### src/rtl/sd_block_pkg.sv
// Shared definitions for the SD block mover: FSM states, block geometry and
// the 32-bit byte-reversal helper used by the optional byte-swap path.
package sd_block_pkg;

  localparam int WORDS_PER_BLOCK = 128;
  localparam int WORD_IDX_W      = 7;

  typedef enum logic [3:0] {
    ST_IDLE,
    ST_RD_REQ,
    ST_RD_WAIT,
    ST_RD_ZERO,
    ST_RD_GO,
    ST_RD_HOLD,
    ST_WR_WAIT,
    ST_WR_FETCH,
    ST_WR_ISSUE,
    ST_WR_REQ,
    ST_WR_DONE
  } state_t;

  function automatic logic [31:0] bswap32(input logic [31:0] w);
    return {w[7:0], w[15:8], w[23:16], w[31:24]};
  endfunction

endpackage

### src/rtl/sd_block_memif.sv
// Memory-port side of the block mover: request/ack handshake register, word
// address generation and the optional byte swap (SD_BLOCK_BYTESWAP_EN).
module sd_block_memif
  import sd_block_pkg::*;
#(
  parameter int              MEM_AW    = 30,
  parameter longint unsigned BASE_WORD = 0
) (
  input  logic                  sys_clk,
  input  logic                  sys_rst,
  input  logic                  start,
  input  logic                  start_we,
  input  logic [31:0]           blk,
  input  logic [WORD_IDX_W-1:0] word,
  input  logic                  wdata_load,
  input  logic [31:0]           wrbuf_dat_r,
  output logic                  mem_req,
  output logic                  mem_we,
  output logic [MEM_AW-1:0]     mem_adr,
  output logic [31:0]           mem_dat_w,
  input  logic [31:0]           mem_dat_r,
  input  logic                  mem_ack,
  output logic                  ack,
  output logic [31:0]           rdata
);

  logic              mem_req_reg;
  logic              mem_we_reg;
  logic [MEM_AW-1:0] mem_adr_reg;
  logic [31:0]       mem_dat_w_reg;
  logic [MEM_AW-1:0] word_addr;
  logic [31:0]       wdata_conv;

  // Truncation to MEM_AW bits happens term by term; sum is identical modulo 2^MEM_AW.
  assign word_addr = MEM_AW'(BASE_WORD) + MEM_AW'({blk, 7'd0}) + MEM_AW'(word);

`ifdef SD_BLOCK_BYTESWAP_EN
  assign rdata      = bswap32(mem_dat_r);
  assign wdata_conv = bswap32(wrbuf_dat_r);
`else
  assign rdata      = mem_dat_r;
  assign wdata_conv = wrbuf_dat_r;
`endif

  assign ack = mem_req_reg & mem_ack;

  always_ff @(posedge sys_clk or posedge sys_rst) begin
    if (sys_rst) begin
      mem_req_reg   <= 1'b0;
      mem_we_reg    <= 1'b0;
      mem_adr_reg   <= '0;
      mem_dat_w_reg <= '0;
    end else begin
      if (start) begin
        mem_req_reg <= 1'b1;
        mem_we_reg  <= start_we;
        mem_adr_reg <= word_addr;
      end else if (ack) begin
        mem_req_reg <= 1'b0;
        mem_we_reg  <= 1'b0;
      end
      if (wdata_load) begin
        mem_dat_w_reg <= wdata_conv;
      end
    end
  end

  assign mem_req   = mem_req_reg;
  assign mem_we    = mem_we_reg;
  assign mem_adr   = mem_adr_reg;
  assign mem_dat_w = mem_dat_w_reg;

endmodule

### src/rtl/sd_block_mover.sv
// Moves 512-byte blocks between the SD link buffers and backing memory.
// Optional word byte reversal is enabled by defining SD_BLOCK_BYTESWAP_EN.
module sd_block_mover
  import sd_block_pkg::*;
#(
  parameter int              MEM_AW     = 30,
  parameter longint unsigned BASE_WORD  = 0,
  parameter logic [31:0]     NUM_BLOCKS = 32'h0001_0000
) (
  input  logic              sys_clk,
  input  logic              sys_rst,
  input  logic              block_read_act,
  input  logic [31:0]       block_read_addr,
  input  logic              block_read_stop,
  input  logic              block_read_next,
  output logic              block_read_go,
  input  logic              block_write_act,
  input  logic [31:0]       block_write_addr,
  input  logic              block_write_ready,
  output logic              block_write_done,
  output logic [6:0]        rdbuf_adr,
  output logic [31:0]       rdbuf_dat_w,
  output logic              rdbuf_we,
  output logic [6:0]        wrbuf_adr,
  input  logic [31:0]       wrbuf_dat_r,
  output logic              mem_req,
  output logic              mem_we,
  output logic [MEM_AW-1:0] mem_adr,
  output logic [31:0]       mem_dat_w,
  input  logic [31:0]       mem_dat_r,
  input  logic              mem_ack,
  output logic              err_out_range,
  output logic              busy
);

  state_t                state_reg, state_next;
  logic [31:0]           start_reg, start_next;
  logic [31:0]           index_reg, index_next;
  logic [WORD_IDX_W-1:0] word_reg, word_next;
  logic                  abort_reg, abort_next;

  logic [31:0] blk;
  logic        blk_oor, last_word, rd_cancel;
  logic        mif_start, mif_start_we, mif_load, mif_ack;
  logic [31:0] mif_rdata;

  assign blk       = start_reg + index_reg;
  assign blk_oor   = (blk >= NUM_BLOCKS);
  assign last_word = (word_reg == WORD_IDX_W'(WORDS_PER_BLOCK - 1));
  assign rd_cancel = block_read_stop | ~block_read_act;

  sd_block_memif #(
    .MEM_AW    (MEM_AW),
    .BASE_WORD (BASE_WORD)
  ) u_memif (
    .sys_clk     (sys_clk),
    .sys_rst     (sys_rst),
    .start       (mif_start),
    .start_we    (mif_start_we),
    .blk         (blk),
    .word        (word_reg),
    .wdata_load  (mif_load),
    .wrbuf_dat_r (wrbuf_dat_r),
    .mem_req     (mem_req),
    .mem_we      (mem_we),
    .mem_adr     (mem_adr),
    .mem_dat_w   (mem_dat_w),
    .mem_dat_r   (mem_dat_r),
    .mem_ack     (mem_ack),
    .ack         (mif_ack),
    .rdata       (mif_rdata)
  );

  always_ff @(posedge sys_clk or posedge sys_rst) begin
    if (sys_rst) begin
      state_reg <= ST_IDLE;
      start_reg <= '0;
      index_reg <= '0;
      word_reg  <= '0;
      abort_reg <= 1'b0;
    end else begin
      state_reg <= state_next;
      start_reg <= start_next;
      index_reg <= index_next;
      word_reg  <= word_next;
      abort_reg <= abort_next;
    end
  end

  always_comb begin
    state_next       = state_reg;
    start_next       = start_reg;
    index_next       = index_reg;
    word_next        = word_reg;
    abort_next       = abort_reg;
    mif_start        = 1'b0;
    mif_start_we     = 1'b0;
    mif_load         = 1'b0;
    rdbuf_we         = 1'b0;
    rdbuf_dat_w      = '0;
    block_read_go    = 1'b0;
    block_write_done = 1'b0;
    err_out_range    = 1'b0;
    case (state_reg)
      ST_IDLE: begin
        index_next = '0;
        word_next  = '0;
        abort_next = 1'b0;
        if (block_read_act) begin
          start_next = block_read_addr;
          state_next = ST_RD_REQ;
        end else if (block_write_act) begin
          start_next = block_write_addr;
          state_next = ST_WR_WAIT;
        end
      end
      ST_RD_REQ: begin
        if (rd_cancel) begin
          state_next = ST_IDLE;
        end else if (blk_oor) begin
          state_next = ST_RD_ZERO;
        end else begin
          mif_start  = 1'b1;
          state_next = ST_RD_WAIT;
        end
      end
      ST_RD_WAIT: begin
        // A cancel seen while waiting is remembered; the bus cycle must still finish.
        if (rd_cancel) abort_next = 1'b1;
        if (mif_ack) begin
          rdbuf_we    = 1'b1;
          rdbuf_dat_w = mif_rdata;
          if (abort_reg || rd_cancel) begin
            state_next = ST_IDLE;
          end else if (last_word) begin
            state_next = ST_RD_GO;
          end else begin
            word_next  = word_reg + 1'b1;
            state_next = ST_RD_REQ;
          end
        end
      end
      ST_RD_ZERO: begin
        rdbuf_we = 1'b1;
        if (rd_cancel) begin
          state_next = ST_IDLE;
        end else if (last_word) begin
          state_next = ST_RD_GO;
        end else begin
          word_next = word_reg + 1'b1;
        end
      end
      ST_RD_GO: begin
        block_read_go = 1'b1;
        err_out_range = blk_oor;
        state_next    = ST_RD_HOLD;
      end
      ST_RD_HOLD: begin
        if (rd_cancel) begin
          state_next = ST_IDLE;
        end else if (block_read_next) begin
          index_next = index_reg + 1'b1;
          word_next  = '0;
          state_next = ST_RD_REQ;
        end
      end
      ST_WR_WAIT: begin
        if (block_write_ready) begin
          word_next  = '0;
          state_next = blk_oor ? ST_WR_DONE : ST_WR_FETCH;
        end else if (!block_write_act) begin
          state_next = ST_IDLE;
        end
      end
      ST_WR_FETCH: state_next = ST_WR_ISSUE;
      ST_WR_ISSUE: begin
        mif_start    = 1'b1;
        mif_start_we = 1'b1;
        mif_load     = 1'b1;
        state_next   = ST_WR_REQ;
      end
      ST_WR_REQ: begin
        if (mif_ack) begin
          if (last_word) begin
            state_next = ST_WR_DONE;
          end else begin
            word_next  = word_reg + 1'b1;
            state_next = ST_WR_FETCH;
          end
        end
      end
      ST_WR_DONE: begin
        block_write_done = 1'b1;
        err_out_range    = blk_oor;
        index_next       = index_reg + 1'b1;
        state_next       = block_write_act ? ST_WR_WAIT : ST_IDLE;
      end
      default: state_next = ST_IDLE;
    endcase
  end

  assign rdbuf_adr = word_reg;
  assign wrbuf_adr = word_reg;
  assign busy      = (state_reg != ST_IDLE);

endmodule

### config.mk
export PLATFORM = sky130hd
export DESIGN_NAME = sd_block_mover
export DESIGN_NICKNAME = d
export VERILOG_FILES = /design/src/rtl/sd_block_pkg.sv /design/src/rtl/sd_block_memif.sv /design/src/rtl/sd_block_mover.sv
export SDC_FILE = /design/constraint.sdc
export NUM_CORES = 1
export LEC_CHECK = 0
export ABC_AREA = 1
export CAP_MARGIN = 20
export CORE_MARGIN = 2
export CORE_UTILIZATION = 55
export CTS_CLUSTER_DIAMETER = 50
export DETAILED_ROUTE_END_ITERATION = 16
export GPL_ROUTABILITY_DRIVEN = 0
export PLACE_DENSITY = 0.89
export SYNTH_ARGS = -nofsm -noshare
export SYNTH_HDL_FRONTEND = slang
export SYNTH_HIERARCHICAL = 1
export SYNTH_SLANG_ARGS = --single-unit
### constraint.sdc
create_clock -name sys_clk -period 6.2 [get_ports sys_clk]
set_input_delay 0.62 -clock sys_clk [delete_from_list [all_inputs] [get_ports sys_clk]]
set_output_delay 0.62 -clock sys_clk [all_outputs]
set_load 0.005 [all_outputs]
==> metrics.cfg <==
[timing]
maxSlewViolCount=0
layout_min_cycle_time_ps=4189
setup_viol=0
fmax_ghz=0.2387
fin_worst_skew_ps=8.318
final_hold_viol_count=0
rsz0062_at_grt=no
hold_ws_ps=478.3
worst_pin_slew_ps=973.3
period_share=0.6756
fin_ws_ps=2011
tns_ps=0
slew_headroom=0.3504

[worst_setup_path]
path_delay_family=simple AND/OR/NAND/NOR gates
cp_slowest_cell=clkdlybuf4s50_1
crit_path_max_incr_delay_ps=490
cp_max_fo=8
start_kind=register
cp_common_cell=nand2_1
end_kind=output port
arrival_ps=3570
worst-path-buf-inv=1
cp.required_ps=5580
crit_type=register to output port
cp_cell_sequence=ha_1, nand2_1, nor2_1, nand3_1, nand3_1, nand2_1, nand3_1, nand2_1, nand2_1, nand2_1, nor2_1, nand3_1, o21a_1, clkdlybuf4s50_1

[layout]
post-route-util=0.7288
design_area_um2=13140
fin_nets=1901
fin_cells=1973
regArea_um2=3503
num_antenna_cells=0
fillers=1413
multiInputGateArea_um2=5313
syn_to_final_growth_pct=29.58
drive_above_1_share=0.06766

[global_routing]
overflow=0
grt_max_degree=77
grt_first_pass_wirelength_um=47690
antenna_found_initial=0
grtUsageTotal=0.2991
grt_pass1_vias=10070

[synth]
synth_xor_area_frac=0.01814
synthAdderAreaFrac=0.04271
synth_edf_count=0
synthCells=1530
synthTopCellsByArea=dfrtp_1, nand2_1, inv_1
yosys_warnings=6
synth_ff_type=dfrtp_1
yosysMostFrequentCell=nand2_1
synth_fp_nets=1700
synth.top_cell.area_share=0.3456
synth_area_um2=10140
synth_area_per_cell_um2=6.626
synth.distinct_cells=50
synth_top_area_cell=dfrtp_1
ys_ff_latch=140
synth-simple-area-share=0.3600
synth_compound_area_frac=0.1010
synth_top_family_by_area=simple AND/OR/NAND/NOR gates
synth_commonest_cells=nand2_1, inv_1, dfrtp_1, nor2_1, o21ai_0
synthArstFlopShare=1.000
muxShareOfSynthArea=0
synth-seq-area-share=0.3456

[status]
status=finished clean

[power]
powerDensity_nw_per_um2=363.5
leakagePower_nw=6.412
p_total_mw=4.775
worst_ir_drop_vdd_uv=273.7

[cts]
cts_root_buf=clkbuf_16
cts_setup_buffers=0
htreeDepth=4
cts_max_path_buffers=2
cts.sinks=140
cts-buffers-inserted=17
clkTransAtPathRegs_ps=60
holdBufCountCts=0
cts_tree=done
clk_latency_ps=430
cts_resized=0

[floorplan]
die_h_um=139.8
ioPinCount=251
die-width_um=139.8
core_um2=18020
initial_core_util=0.5624
die_area_um2=19530
rows=49

[detailed_routing]
first_pass_iters=5
wl_per_cell_um=14.84
drc=0
ant_nets=0
totalWireLength_um=29270
drtIter0Drc=985
num_vias=10610
vias_per_cell=5.376

[run]
max_cap_violations=0

[placement]
dpl.hpwl_um=22790
dp.cells=1940
place_area_um2=12520
port_buffers=250
post-place-ws_ps=1969

[hold_path]
hold_class=register to register

-- where the power goes --
| group | total (mW) | internal [mW] | switching, mW |
|---|---|---|---|
| sequential | 1.44 | 1.22 | 0.216 |
| clock | 1.05 | 0.608 | 0.441 |
| combinational | 2.29 | 0.949 | 1.34 |
| total | 4.77 | 2.78 | 1.99 |
-- final cells by class --
cell class,count,area share
multi-input cells,1084,0.4044
flip-flops and latches,140,0.2667
repair buffers,256,0.1945
inverters,232,0.06677
clock buffers,17,0.03238
well taps,229,0.02181
clock inverters,15,0.01343
-- worst min-delay path: cells and delay by family (launching register included) --
kind | cells | cell delay, ps
flops | 1 | 350
simple gates | 2 | 100
-- path summary, 6_finish.rpt --
check	start	end	slack [ps]	depth (start not counted)
worst min register to register	u_memif/mem_adr[22]	u_memif/mem_adr[22]	480	2
max in group asynchronous	sys_rst	index_reg[3]	4720	3
worst max register to register	index_reg[6]	u_memif/mem_we	2630	17
min in group asynchronous	sys_rst	u_memif/mem_adr[4]	780	3
worst max-delay path	index_reg[6]	err_out_range	2010	14
worst min-delay path	u_memif/mem_adr[22]	u_memif/mem_adr[22]	480	2
-- cell usage in the layout, fill, tap and decap left out, drive strengths merged, types with 2 or more instances in the layout --
| cell | count |
|---|---|
| o31ai | 5 |
| and3 | 2 |
| o21ai | 95 |
| nand2 | 557 |
| clkdlybuf4s50 | 250 |
| bufinv | 2 |
| xnor2 | 4 |
| clkinv | 5 |
| buf | 6 |
| a41oi | 2 |
| ha | 33 |
| a21oi | 35 |
| nand3 | 62 |
| dfrtp | 140 |
| o21a | 33 |
| nand4 | 19 |
| or2 | 34 |
| nor3b | 3 |
| and2 | 4 |
| xor2 | 17 |
| nor4 | 13 |
| nor3 | 20 |
| nor2 | 135 |
| clkbuf | 17 |
| inv | 239 |
-- logic make-up after synthesis --
| group | count (synthesis) |
|---|---|
| XOR/XNOR | 21 |
| adder cells (fa/ha/maj) | 34 |
| AND/OR/NAND/NOR | 850 |
| AO/OA/AOI/OAI | 179 |
| buffers and inverters | 306 |
| flip-flops | 140 |
-- metal layers --
| metal | global-route usage | wire, um | vias up |
|---|---|---|---|
| met2 | 0.4914 | 13720 | 553 |
| met5 | 0 | 0 | - |
| li1 | - | - | 5137 |
| met1 | 0.3802 | 11820 | 4802 |
| met3 | 0.06263 | 2569 | 114 |
| met4 | 0.1368 | 1157 | 0 |
Power figures use the tool's default switching activity.
